**src/rtl/priority_encoder_pend.sv**
```systemverilog
// Pending-request priority encoder: latches request pulses and presents the winning index on valid/ready.
// Optional round-robin arbitration when PRIORITY_ENC_RR_EN is defined; fixed highest-index priority otherwise.
module priority_encoder_pend #(
    parameter int unsigned N = 8,
    localparam int unsigned W = (N > 1) ? $clog2(N) : 1
) (
    input  logic         clk,
    input  logic         rst_n,
    input  logic [N-1:0] req,
    input  logic         clr,
    output logic         out_valid,
    output logic [W-1:0] out_idx,
    input  logic         out_ready,
    output logic [N-1:0] pending,
    output logic         overflow
);

    logic         acc;
    logic         load;
    logic         ovf_hit;
    logic [N-1:0] acc_mask;
    logic [N-1:0] pending_n;
    logic [W-1:0] enc_idx;
    logic         enc_any;

    // Next pending vector: drop the accepted bit, then OR in new pulses.
    always_comb begin
        acc      = out_valid & out_ready;
        acc_mask = '0;
        for (int unsigned i = 0; i < N; i++) begin
            acc_mask[i] = acc && (out_idx == W'(i));
        end
        pending_n = (pending & ~acc_mask) | req;
        ovf_hit   = |(req & pending & ~acc_mask);
        load      = ~out_valid | acc;
        enc_any   = |pending_n;
    end

`ifdef PRIORITY_ENC_RR_EN
    logic [W-1:0] ptr;
    logic [W-1:0] ptr_n;
    logic [W-1:0] lo_idx;
    logic         lo_any;
    logic [W-1:0] hi_idx;

    // Downward search from ptr-1 with wrap: highest set bit below ptr, else highest set bit overall.
    always_comb begin
        ptr_n  = acc ? out_idx : ptr;
        lo_idx = '0;
        lo_any = 1'b0;
        hi_idx = '0;
        for (int unsigned i = 0; i < N; i++) begin
            if (pending_n[i]) begin
                hi_idx = W'(i);
                if (W'(i) < ptr_n) begin
                    lo_idx = W'(i);
                    lo_any = 1'b1;
                end
            end
        end
        enc_idx = lo_any ? lo_idx : hi_idx;
    end

    always_ff @(posedge clk or negedge rst_n) begin
        if (!rst_n) begin
            ptr <= '0;
        end else if (clr) begin
            ptr <= '0;
        end else begin
            ptr <= ptr_n;
        end
    end
`else
    // Fixed priority: highest set index wins.
    always_comb begin
        enc_idx = '0;
        for (int unsigned i = 0; i < N; i++) begin
            if (pending_n[i]) begin
                enc_idx = W'(i);
            end
        end
    end
`endif

    // Output slot only reloads when empty or being accepted, so a presented index stays put.
    always_ff @(posedge clk or negedge rst_n) begin
        if (!rst_n) begin
            pending   <= '0;
            out_valid <= 1'b0;
            out_idx   <= '0;
            overflow  <= 1'b0;
        end else if (clr) begin
            pending   <= '0;
            out_valid <= 1'b0;
            out_idx   <= '0;
            overflow  <= 1'b0;
        end else begin
            pending <= pending_n;
            if (ovf_hit) begin
                overflow <= 1'b1;
            end
            if (load) begin
                out_valid <= enc_any;
                out_idx   <= enc_idx;
            end
        end
    end

endmodule

```
**config.mk**
```make
export PLATFORM = sky130hd
export DESIGN_NAME = priority_encoder_pend
export DESIGN_NICKNAME = d
export VERILOG_FILES = /design/src/rtl/priority_encoder_pend.sv
export SDC_FILE = /design/constraint.sdc
export NUM_CORES = 1
export LEC_CHECK = 0
export ABC_AREA = 1
export BUFFER_PORTS_ARGS = -buffer_cell sky130_fd_sc_hd__buf_2
export CORE_UTILIZATION = 50
export CTS_BUF_LIST = sky130_fd_sc_hd__clkbuf_4
export DETAILED_ROUTE_END_ITERATION = 10
export GPL_ROUTABILITY_DRIVEN = 0
export GPL_TIMING_DRIVEN = 0
export PLACE_DENSITY_LB_ADDON = 0.25
export SLEW_MARGIN = 20
export SYNTH_ARGS = -nofsm -noshare
export SYNTH_HDL_FRONTEND = slang
export SYNTH_SLANG_ARGS = --single-unit
```
**constraint.sdc**
```tcl
create_clock -name clk -period 1.8 [get_ports clk]
set_input_delay 0.18 -clock clk [delete_from_list [all_inputs] [get_ports clk]]
set_output_delay 0.18 -clock clk [all_outputs]
set_load 0.02 [all_outputs]
```
==> impl_metrics.yaml <==
floorplanning:
  start_util: 0.5365
  rows: 13
  dieArea_um2: 1550
  io_pins: 25
  die_h_um: 39.37
  die_x_um: 39.37
  core-area_um2: 1301
clocking:
  clock_path_buffers: 2
  cts_buffers: 3
  cts_hold_buf: 1
  clkLatencyLatePin_ps: 280
  cts_root_buf: "clkbuf_4"
  cts_sinks: 13
  cts_tree: "done"
  h-tree-depth: 1
  post-cts-setup-buffer-count: 0
  clk_pin_slew_ps: 80
  cts_resized: 0
cells_and_area:
  mostFrequentLayoutCells: "24 x buf_2, 23 x nand2_1, 17 x nor2_1"
  syn_to_final_growth_pct: 25.63
  drive_gt1_frac: 0.3250
  final_common_cell: "buf_2"
  final_nets: 133
  n_antenna_cell: 0
  instances_no_fill: 135
setup_path:
  cp_max_fo: 4
  path_delay_family: "simple AND/OR/NAND/NOR gates"
  path_buf_inv: 0
  slowest_delay_ps: 440
  cp-start-kind: "register"
  rr_worst_depth: 6
  endpoint_kind: "register"
  crit_cells: 6
  crit_chain: "nand3_1 -> o21ai_1 -> and2_1 -> nand2_1 -> nor2_1 -> a31oi_1"
  path_class: "register to register"
  worstPathRequired_ps: 1950
  arrival_ps: 1640
  critPathSlowestCell: "dfrtp_1"
global_routing:
  grt_pass1_vias: 589
  antenna_found_initial: 0
  grt_pass1_wl_um: 2518
  grt_max_degree: 14
  track_usage: 0.2515
  grt-ovfl-total: 0
flow_run:
  cap_violations: 0
routing:
  vias: 691
  vias_per_cell: 5.119
  postRouteAntennaNets: 0
  drtIter0Drc: 20
  first_pass_iters: 4
  postRouteWirelength_um: 1627
  wl_per_cell_um: 12.05
  drc: 0
sta:
  skew_ps: 2.654
  hold_viol: 0
  maxSlewViolCount: 0
  finalSetupTns_ps: 0
  worst_pin_slew_ps: 418.2
  rsz0062_at_grt: "no"
  slew_headroom: 0.7212
  min_period_ps: 1488
  setup_violations: 0
  fin_crit_sh: 0.8266
  fmax_ghz: 0.6721
worst_hold_path:
  holdPathStages: 2
  hold_class: "input pin to register"
place:
  port_buffers: 24
  dp_hpwl_um: 1288
  placed_cells: 130
yosys:
  syn_inst: 91
  syn_area_um2: 698.2
  yosysWarnings: 0
  ys_ff_latch: 13
  synth_cell_types: 20
  syn_nets: 103
  syn_avg_cell_area_um2: 7.672
  synth-seq-area-share: 0.4659
pwr:
  cellPowerDensity_nw_per_um2: 788.0
  ir_worst_vdd_mv: 0.4380
  p_leak_nw: 0.4628
outcome:
  status: "completed"
==> final cells by class <==
type / count / area (um2)
flip-flops and latches: 13 / 325.3
clock buffers: 4 / 30.03
repair buffers: 25 / 130.1
multi-input cells: 68 / 335.3
well taps: 15 / 18.77
plain buffers: 1 / 3.754
inverters: 9 / 33.78
fillers: 116 / 424.2
==> cells in the mapped netlist <==
master | number | area share
a211oi_1 | 1 | 0.011
a21boi_1 | 2 | 0.021
a21oi_1 | 3 | 0.021
a21oi_2 | 1 | 0.013
a21oi_4 | 1 | 0.023
a31oi_1 | 1 | 0.0090
and2_1 | 2 | 0.018
clkbuf_1 | 1 | 0.0054
dfrtp_1 | 13 | 0.47
inv_1 | 7 | 0.038
inv_2 | 2 | 0.011
nand2_1 | 23 | 0.12
nand2_2 | 2 | 0.018
nand3_1 | 6 | 0.043
nor2_1 | 17 | 0.091
nor2_2 | 4 | 0.036
nor2_4 | 1 | 0.016
o211ai_1 | 1 | 0.011
o21ai_1 | 2 | 0.014
o31ai_1 | 1 | 0.011
==> logic make-up (layout without fill, tap and decap cells) <==
group	count (synthesis)	count (layout)	share of synthesized area
AND/OR/NAND/NOR	55	55	0.3459
AO/OA/AOI/OAI	13	13	0.1344
flip-flops	13	13	0.4659
buffers and inverters	10	39	0.05377
==> path summary, 6_finish.rpt <==
check,slack (ps),start,to
setup / recovery,310,out_idx[2]$_DFFE_PN0P_,out_valid$_DFFE_PN0P_
hold / removal,130,clr,out_idx[2]$_DFFE_PN0P_
setup reg to reg,310,out_idx[2]$_DFFE_PN0P_,out_valid$_DFFE_PN0P_
hold reg to reg,540,overflow$_DFFE_PN0P_,overflow$_DFFE_PN0P_
max in group asynchronous,1260,rst_n,pending[3]$_DFF_PN0_
min in group asynchronous,310,rst_n,pending[4]$_DFF_PN0_
==> report_power, final <==
group / switching, mW / internal [mW]
Combinational: 0.0999 / 0.0567
Clock: 0.0976 / 0.101
Sequential: 0.0226 / 0.313
Total: 0.220 / 0.471
==> sequential cells by signal, summed over array words and instances (netlist names) <==
register,count
out_idx,3
out_valid,1
overflow,1
pending,8
==> per-layer routing <==
metal,GRT usage,part of all wire,routed length (um)
met3,0.03409,0.041,67
met5,0,0,0
met1,0.3236,0.44,718
met2,0.4208,0.50,813
met4,0.1034,0.017,28
==> per-stage QoR <==
| stage | util | power (mW) | hold WS [ps] | area, um2 | setup slack [ps] |
|---|---|---|---|---|---|
| 3_5_place_dp | 0.6433 | 0.4964 | 81.58 | 837.1 | 343.8 |
| 6_report | 0.6740 | 0.6912 | 125.2 | 877.1 | 312.1 |
| 2_1_floorplan | - | 0.4350 | -115.6 | 698.2 | 392.1 |
| 5_1_grt | 0.6740 | 0.7301 | 136.0 | 877.1 | 155.4 |
| 4_1_cts | 0.6740 | 0.6940 | 129.6 | 877.1 | 317.2 |
| 3_3_place_gp | 0.6433 | 0.4901 | 74.76 | 837.1 | 398.9 |
Power figures use the tool's default switching activity.
